### src/rtl/voice_pkg.sv
// Shared types and constants for the three-voice frame sequencer.
// Holds the FSM state enum, the per-voice config struct and sign-extension helpers.
package voice_pkg;

    localparam int NUM_VOICES = 3;
    localparam int WAVE_W     = 10;
    localparam int MIX_W      = 12;
    localparam int FREQ_W     = 16;
    localparam int PW_W       = 12;
    localparam int SEL_W      = 4;

    localparam logic [SEL_W-1:0] WAVE_TRI   = 4'b0001;
    localparam logic [SEL_W-1:0] WAVE_SAW   = 4'b0010;
    localparam logic [SEL_W-1:0] WAVE_PULSE = 4'b0100;
    localparam logic [SEL_W-1:0] WAVE_NOISE = 4'b1000;

    typedef enum logic [2:0] {
        IDLE    = 3'd0,
        ISSUE   = 3'd1,
        WAIT    = 3'd2,
        ADVANCE = 3'd3,
        DONE    = 3'd4
    } sched_state_e;

    typedef struct packed {
        logic [FREQ_W-1:0] freq;
        logic [PW_W-1:0]   pw;
        logic [SEL_W-1:0]  wave_sel;
        logic              sync;
        logic              ring;
    } voice_cfg_t;

    function automatic logic signed [MIX_W-1:0] sext_mix(input logic signed [WAVE_W-1:0] w);
        return {{(MIX_W-WAVE_W){w[WAVE_W-1]}}, w};
    endfunction

endpackage

### src/rtl/voice_scheduler_if.sv
// Start/ready handshake and selected-voice config bus to the shared generator.
// start_o is a one-cycle request; the generator answers with a one-cycle ready_i carrying wave_i.
interface voice_scheduler_if;
    import voice_pkg::*;

    logic                     start_o;
    logic [1:0]               act_voice_o;
    logic [FREQ_W-1:0]        freq_word_o;
    logic [PW_W-1:0]          pw_word_o;
    logic [SEL_W-1:0]         wave_sel_o;
    logic                     sync_o;
    logic                     ring_mod_o;
    logic                     ready_i;
    logic signed [WAVE_W-1:0] wave_i;

    modport master (
        output start_o, act_voice_o, freq_word_o, pw_word_o, wave_sel_o, sync_o, ring_mod_o,
        input  ready_i, wave_i
    );

    modport slave (
        input  start_o, act_voice_o, freq_word_o, pw_word_o, wave_sel_o, sync_o, ring_mod_o,
        output ready_i, wave_i
    );

endinterface

### src/rtl/voice_cfg_mux.sv
// Per-voice config snapshot plus a registered selection of one voice's config.
// On load the selection comes straight from the live inputs so voice 0 is valid in the very next cycle.
module voice_cfg_mux
    import voice_pkg::*;
(
    input  logic                         clk_i,
    input  logic                         rst_ni,
    input  logic                         load_i,
    input  logic                         sel_en_i,
    input  logic [1:0]                   sel_idx_i,
    input  voice_cfg_t [NUM_VOICES-1:0]  cfg_i,
    output voice_cfg_t                   sel_o
);

    voice_cfg_t [NUM_VOICES-1:0] snap_q;

    always_ff @(posedge clk_i or negedge rst_ni) begin
        if (!rst_ni) begin
            snap_q <= '0;
            sel_o  <= '0;
        end else begin
            if (load_i) begin
                snap_q <= cfg_i;
            end
            if (sel_en_i) begin
                sel_o <= load_i ? cfg_i[sel_idx_i] : snap_q[sel_idx_i];
            end
        end
    end

endmodule

### src/rtl/voice_scheduler.sv
// Frame sequencer: per sample tick, runs voices 0..2 through the generator handshake and registers their samples.
// Build option VOICE_SCHED_MIX_EN adds mix_o, the registered sum of the three voice samples.
module voice_scheduler
    import voice_pkg::*;
#(
    parameter int TIMEOUT_CYCLES = 8
)
(
    input  logic                     clk_i,
    input  logic                     rst_ni,
    input  logic                     sample_tick_i,
    input  logic                     clr_status_i,
    input  logic [47:0]              freq_words_i,
    input  logic [35:0]              pw_words_i,
    input  logic [11:0]              wave_sels_i,
    input  logic [2:0]               sync_en_i,
    input  logic [2:0]               ring_en_i,
    voice_scheduler_if.master        gen,
    output logic signed [WAVE_W-1:0] voice0_o,
    output logic signed [WAVE_W-1:0] voice1_o,
    output logic signed [WAVE_W-1:0] voice2_o,
    output logic                     frame_valid_o,
    output logic                     busy_o,
    output logic                     overrun_o,
    output logic                     timeout_o,
    output sched_state_e             state_o
`ifdef VOICE_SCHED_MIX_EN
    ,
    output logic signed [MIX_W-1:0]  mix_o
`endif
);

    localparam logic [7:0] CNT_LAST  = 8'(TIMEOUT_CYCLES - 1);
    localparam logic [1:0] LAST_VOICE = 2'(NUM_VOICES - 1);

    sched_state_e               state, next_state;
    logic [1:0]                 v;
    logic [7:0]                 cnt;
    logic signed [WAVE_W-1:0]   voice_q [NUM_VOICES];
    voice_cfg_t [NUM_VOICES-1:0] cfg_in;
    voice_cfg_t                 sel_cfg;

    logic       load, capture, expire, sel_en, last_voice;
    logic [1:0] sel_idx;

    for (genvar i = 0; i < NUM_VOICES; i++) begin : g_cfg
        assign cfg_in[i] = '{
            freq:     freq_words_i[16*i +: 16],
            pw:       pw_words_i[12*i +: 12],
            wave_sel: wave_sels_i[4*i +: 4],
            sync:     sync_en_i[i],
            ring:     ring_en_i[i]
        };
    end

    voice_cfg_mux u_cfg_mux (
        .clk_i     (clk_i),
        .rst_ni    (rst_ni),
        .load_i    (load),
        .sel_en_i  (sel_en),
        .sel_idx_i (sel_idx),
        .cfg_i     (cfg_in),
        .sel_o     (sel_cfg)
    );

    always_comb begin
        next_state = state;
        load       = 1'b0;
        capture    = 1'b0;
        expire     = 1'b0;
        sel_en     = 1'b0;
        sel_idx    = '0;
        last_voice = (v == LAST_VOICE);
        unique case (state)
            IDLE: begin
                if (sample_tick_i) begin
                    load       = 1'b1;
                    sel_en     = 1'b1;
                    next_state = ISSUE;
                end
            end
            ISSUE: next_state = WAIT;
            WAIT: begin
                if (gen.ready_i) begin
                    capture    = 1'b1;
                    next_state = ADVANCE;
                end else if (cnt == CNT_LAST) begin
                    expire     = 1'b1;
                    next_state = ADVANCE;
                end
            end
            ADVANCE: begin
                if (last_voice) begin
                    next_state = DONE;
                end else begin
                    sel_en     = 1'b1;
                    sel_idx    = v + 2'd1;
                    next_state = ISSUE;
                end
            end
            DONE:    next_state = IDLE;
            default: next_state = IDLE;
        endcase
    end

    // v only moves in ADVANCE, so the generator sees a stable index through its write-back.
    always_ff @(posedge clk_i or negedge rst_ni) begin
        if (!rst_ni) begin
            state         <= IDLE;
            v             <= '0;
            cnt           <= '0;
            frame_valid_o <= 1'b0;
            busy_o        <= 1'b0;
            gen.start_o   <= 1'b0;
        end else begin
            state         <= next_state;
            gen.start_o   <= (next_state == ISSUE);
            frame_valid_o <= (next_state == DONE);
            busy_o        <= (next_state != IDLE);
            if (load) begin
                v <= '0;
            end else if (state == ADVANCE && !last_voice) begin
                v <= v + 2'd1;
            end
            if (state == ISSUE) begin
                cnt <= '0;
            end else if (state == WAIT) begin
                cnt <= cnt + 8'd1;
            end
        end
    end

    always_ff @(posedge clk_i or negedge rst_ni) begin
        if (!rst_ni) begin
            for (int i = 0; i < NUM_VOICES; i++) begin
                voice_q[i] <= '0;
            end
        end else if (capture) begin
            voice_q[v] <= gen.wave_i;
        end else if (expire) begin
            voice_q[v] <= '0;
        end
    end

    // A set in the same cycle as a clear wins.
    always_ff @(posedge clk_i or negedge rst_ni) begin
        if (!rst_ni) begin
            overrun_o <= 1'b0;
            timeout_o <= 1'b0;
        end else begin
            if (sample_tick_i && state != IDLE) begin
                overrun_o <= 1'b1;
            end else if (clr_status_i) begin
                overrun_o <= 1'b0;
            end
            if (expire) begin
                timeout_o <= 1'b1;
            end else if (clr_status_i) begin
                timeout_o <= 1'b0;
            end
        end
    end

`ifdef VOICE_SCHED_MIX_EN
    always_ff @(posedge clk_i or negedge rst_ni) begin
        if (!rst_ni) begin
            mix_o <= '0;
        end else if (next_state == DONE) begin
            mix_o <= sext_mix(voice_q[0]) + sext_mix(voice_q[1]) + sext_mix(voice_q[2]);
        end
    end
`endif

    assign gen.act_voice_o = v;
    assign gen.freq_word_o = sel_cfg.freq;
    assign gen.pw_word_o   = sel_cfg.pw;
    assign gen.wave_sel_o  = sel_cfg.wave_sel;
    assign gen.sync_o      = sel_cfg.sync;
    assign gen.ring_mod_o  = sel_cfg.ring;
    assign voice0_o        = voice_q[0];
    assign voice1_o        = voice_q[1];
    assign voice2_o        = voice_q[2];
    assign state_o         = state;

endmodule
### src/flat_wrapper.sv
// flat-port wrapper written by rule: the top's interface ports become plain ports
module voice_scheduler_flat import voice_pkg::*;
#(
    parameter int TIMEOUT_CYCLES = 8
)
  (clk_i, rst_ni, sample_tick_i, clr_status_i, freq_words_i, pw_words_i, wave_sels_i, sync_en_i, ring_en_i, voice0_o, voice1_o, voice2_o, frame_valid_o, busy_o, overrun_o, timeout_o, state_o, gen_start_o, gen_act_voice_o, gen_freq_word_o, gen_pw_word_o, gen_wave_sel_o, gen_sync_o, gen_ring_mod_o, gen_ready_i, gen_wave_i);
  voice_scheduler_if gen_i ();
  input  logic clk_i;
  input  logic rst_ni;
  input  logic sample_tick_i;
  input  logic clr_status_i;
  input  logic [47:0] freq_words_i;
  input  logic [35:0] pw_words_i;
  input  logic [11:0] wave_sels_i;
  input  logic [2:0] sync_en_i;
  input  logic [2:0] ring_en_i;
  output logic signed [WAVE_W-1:0] voice0_o;
  output logic signed [WAVE_W-1:0] voice1_o;
  output logic signed [WAVE_W-1:0] voice2_o;
  output logic frame_valid_o;
  output logic busy_o;
  output logic overrun_o;
  output logic timeout_o;
  output sched_state_e state_o;
  output wire logic [$bits(gen_i.start_o)-1:0] gen_start_o;
  output wire logic [$bits(gen_i.act_voice_o)-1:0] gen_act_voice_o;
  output wire logic [$bits(gen_i.freq_word_o)-1:0] gen_freq_word_o;
  output wire logic [$bits(gen_i.pw_word_o)-1:0] gen_pw_word_o;
  output wire logic [$bits(gen_i.wave_sel_o)-1:0] gen_wave_sel_o;
  output wire logic [$bits(gen_i.sync_o)-1:0] gen_sync_o;
  output wire logic [$bits(gen_i.ring_mod_o)-1:0] gen_ring_mod_o;
  input wire logic [$bits(gen_i.ready_i)-1:0] gen_ready_i;
  input wire logic [$bits(gen_i.wave_i)-1:0] gen_wave_i;
  assign gen_start_o = gen_i.start_o;
  assign gen_act_voice_o = gen_i.act_voice_o;
  assign gen_freq_word_o = gen_i.freq_word_o;
  assign gen_pw_word_o = gen_i.pw_word_o;
  assign gen_wave_sel_o = gen_i.wave_sel_o;
  assign gen_sync_o = gen_i.sync_o;
  assign gen_ring_mod_o = gen_i.ring_mod_o;
  assign gen_i.ready_i = gen_ready_i;
  assign gen_i.wave_i = gen_wave_i;
  voice_scheduler #(.TIMEOUT_CYCLES(TIMEOUT_CYCLES)) u_core (.clk_i(clk_i), .rst_ni(rst_ni), .sample_tick_i(sample_tick_i), .clr_status_i(clr_status_i), .freq_words_i(freq_words_i), .pw_words_i(pw_words_i), .wave_sels_i(wave_sels_i), .sync_en_i(sync_en_i), .ring_en_i(ring_en_i), .gen(gen_i), .voice0_o(voice0_o), .voice1_o(voice1_o), .voice2_o(voice2_o), .frame_valid_o(frame_valid_o), .busy_o(busy_o), .overrun_o(overrun_o), .timeout_o(timeout_o), .state_o(state_o));
endmodule
### config.mk
export PLATFORM = sky130hd
export DESIGN_NAME = voice_scheduler_flat
export DESIGN_NICKNAME = d
export VERILOG_FILES = /design/src/rtl/voice_pkg.sv /design/src/rtl/voice_scheduler_if.sv /design/src/rtl/voice_cfg_mux.sv /design/src/rtl/voice_scheduler.sv /design/src/flat_wrapper.sv
export SDC_FILE = /design/constraint.sdc
export NUM_CORES = 1
export LEC_CHECK = 0
export BUFFER_PORTS_ARGS = -buffer_cell sky130_fd_sc_hd__buf_4
export CORE_ASPECT_RATIO = 0.5
export CORE_UTILIZATION = 49
export CTS_CLUSTER_SIZE = 28
export DETAILED_ROUTE_END_ITERATION = 10
export GPL_ROUTABILITY_DRIVEN = 1
export PLACE_DENSITY = 0.76
export SYNTH_ARGS = -nofsm -noshare
export SYNTH_HDL_FRONTEND = slang
export SYNTH_SLANG_ARGS = --single-unit
### constraint.sdc
create_clock -name clk_i -period 1.85 [get_ports clk_i]
set_clock_uncertainty 0.2 [all_clocks]
set_input_delay 0.0925 -clock clk_i [delete_from_list [all_inputs] [get_ports clk_i]]
set_output_delay 0.0925 -clock clk_i [all_outputs]
set_load 0.01 [all_outputs]
==> impl_metrics.tcl <==
set metrics [dict create \
    ys_seq_area_frac 0.555 \
    drt_iter0_markers 1426 \
    gp_congestion 0.837 \
    ys_seq_elements 184 \
    maxCapViolCount 0 \
    combPwrFrac 0.540 \
    dr.pass1.iters 7 \
    grt_pass1_vias 8474 \
    fill_cells 588 \
    cts_buffers 17 \
    dp_hpwl_mm 15.5 \
    clockRootBuffer "clkbuf_16" \
    power_leakage_nw 6.70 \
    synthArstFlopShare 1.00 \
    antenna_found_initial 0 \
    path_clk_slew_ps 90 \
    grtUsageTotal 0.356 \
    p_switching_mw 10.4 \
    chipWidth_um 186 \
    vias 9572 \
    worstSetupEndpointType "register" \
    cts_max_level 4 \
    synth.avg_cell_area_um2 10.3 \
    violations "negative setup slack" \
    crit_required_ps 1990 \
    tns_ps -32340 \
    worst_hold_slack_ps 15.3 \
    finalCritPeriodShare 1.26 \
    power_density_nw_per_um2 1730 \
    start_util 0.503 \
    nets 1342 \
    hp-class "input pin to register" \
    grt_pass1_wl_mm 46.5 \
    peakVddDrop_v 0.00118 \
    grt_setup_unrepaired "yes" \
    setup_viol 177 \
    syn_area_um2 8290 \
    worst-setup-path-type "register to register" \
    antenna_cells 0 \
    fin_crit_ps 2330 \
    synth_edf_count 0 \
    cts_tree "built" \
    rows 33 \
    dieArea_um2 17500 \
    area_delta_synth_final_pct 71.9 \
    ioPinCount 191 \
    detail-route-antenna-nets 0 \
    via_per_inst 6.57 \
    overflow 0 \
    syn_nets 926 \
    tightest_slew_ps 493 \
    synthCells 803 \
    setup_ws_ps -475 \
    drc 0 \
    clk_latency_ps 450 \
    m1WireLength_mm 13.8 \
    finalHoldViolations 0 \
    grt_max_degree 65 \
    wl_met2_mm 17.9 \
    max_freq_mhz 430 \
    max_slew_margin 0.671 \
    ys_warn_count 0 \
    portBuffers 190 \
    total_power_mw 24.6 \
    clock-sinks 184 \
    drive_gt1_frac 0.453 \
    die_h_um 94.0 \
    wire_per_inst_um 27.6 \
    crit_path_start_kind "register" \
    crit_fanout 3 \
    status "complete, but fails checks" \
    arrival_ps 2470 \
    dr_wl_met3_mm 4.93 \
    p_int_mw 14.2 \
    synth_flop_cell "dfrtp_1" \
    switching_share 0.424 \
    final_cell_area_um2 14300 \
    synth.distinct_cells 50 \
    core_um2 16500 \
    routed_wl_mm 40.2 \
    p_clk_frac 0.158 \
    cts_buffer_depth 2 \
    slew_violations 0 \
    placement.cell_area_um2 10600 \
    routed.top_layer "met4" \
    p_seq_frac 0.303 \
]
routing by layer:
metal  up-vias  track usage
met4         0        0.165
met5         -            0
met3       393       0.0806
li1       3616            -
met2      1028        0.593
met1      4535        0.445
worst paths after layout:
kind | start | endpoint | slack (ps) | depth (start not counted)
min reg2reg | u_core.u_cfg_mux.snap_q[81] | u_core.u_cfg_mux.snap_q[81] | 280 | 2
max reg2reg | u_core.gen.act_voice_o[0] | u_core.u_cfg_mux.sel_o[32] | -480 | 7
min | freq_words_i[10] | u_core.u_cfg_mux.snap_q[28] | 20 | 5
max in group asynchronous | rst_ni | u_core.u_cfg_mux.snap_q[28] | 250 | 4
max | u_core.gen.act_voice_o[0] | u_core.u_cfg_mux.sel_o[32] | -480 | 7
min in group asynchronous | rst_ni | u_core.u_cfg_mux.snap_q[17] | 500 | 3
power groups by stage:
| stage | clock (mW) | sequential (mW) | combinational [mW] |
|---|---|---|---|
| after floorplan | 0 | 7.09 | 4.47 |
| after global placement | 0 | 6.91 | 7.99 |
| after detailed placement | 0 | 6.98 | 8.25 |
| after CTS | 3.67 | 6.97 | 9.90 |
| after global routing | 4.02 | 7.45 | 13.8 |
| final | 3.88 | 7.44 | 13.3 |
synthesized netlist by cell type (9+ instances only):
library cell,instances,area share
buf_2,24,0.014
o21a_1,13,0.012
buf_4,9,0.0082
mux2_2,49,0.067
nand3_1,29,0.018
clkbuf_1,16,0.0072
nand2_1,210,0.095
o211ai_1,16,0.014
dfrtp_1,184,0.56
a31oi_1,13,0.0098
nor4b_1,17,0.018
nor2_1,60,0.027
o21ai_0,25,0.015
a21oi_1,21,0.013
a22o_1,32,0.034
o2bb2ai_1,13,0.014
sequential cells by signal (all words and copies together) (netlist names):
signal	count
u_core.busy_o	1
u_core.gen.act_voice_o	2
u_core.overrun_o	1
u_core.u_cfg_mux.sel_o	34
u_core.voice2_o	10
u_core.gen.start_o	1
u_core.frame_valid_o	1
u_core.u_cfg_mux.snap_q	102
u_core.state_o	3
u_core.voice0_o	10
u_core.timeout_o	1
u_core.voice1_o	10
u_core.cnt	8
cells by family (layout without fill, tap and decap cells):
kind of cell	count (synthesis)	in the layout	share of synthesized area
AND/OR/NAND/NOR	346	349	0.194
flip-flops	184	184	0.555
AO/OA/AOI/OAI	146	146	0.126
buffers and inverters	61	486	0.0364
multiplexers	58	58	0.0776
adder cells (fa/ha/maj)	6	6	0.00906
XOR/XNOR	2	2	0.00211
area by class of cell:
cell class              count  area [um^2]  area share
clock inverters            14          153      0.0107
repair buffers            448         4380       0.307
well taps                 227          284      0.0199
multi-input cells         561         4370       0.306
flip-flops and latches    184         4610       0.324
inverters                   7         33.8     0.00237
clock buffers              17          425      0.0299
what timing repair did:
item,in CTS,in global routing
setup buffers,13,39
cloned,9,10
hold buffers,115,0
hold endpoints to repair,351,0
endpoints found under the setup margin,153,173
pin swaps,10,54
resized for setup,114,171
critical path: stages, from the launching register on:
cell and delay, ps:
dfrtp_2 450, inv_1 180, ha_2 270, buf_4 150, nand4b_1 190, mux2i_1 290
nor3_1 110, o32a_1 370
layout by cell type (no fill, tap or decap), types with 25 or more instances in the layout:
master / synthesis / final
buf_12: 0 / 29
dlygate4sd3_1: 0 / 115
buf_6: 1 / 26
nor2_1: 60 / 58
mux2_4: 0 / 46
nand2_2: 0 / 25
buf_4: 9 / 260
nand2_1: 210 / 180
dfrtp_1: 184 / 179
clkbuf_16: 0 / 26
a22o_1: 32 / 32
stage by stage:
| step | std cells | setup slack (ps) | utilization |
|---|---|---|---|
| 5_1_grt | 1458 | -646 | 0.865 |
| 2_1_floorplan | 803 | -118 | - |
| 4_1_cts | 1413 | -192 | 0.793 |
| 6_report | 1458 | -475 | 0.865 |
| 3_5_place_dp | 1245 | -282 | 0.643 |
| 3_3_place_gp | 1245 | -274 | 0.643 |
(Power assumes the default switching activity.)
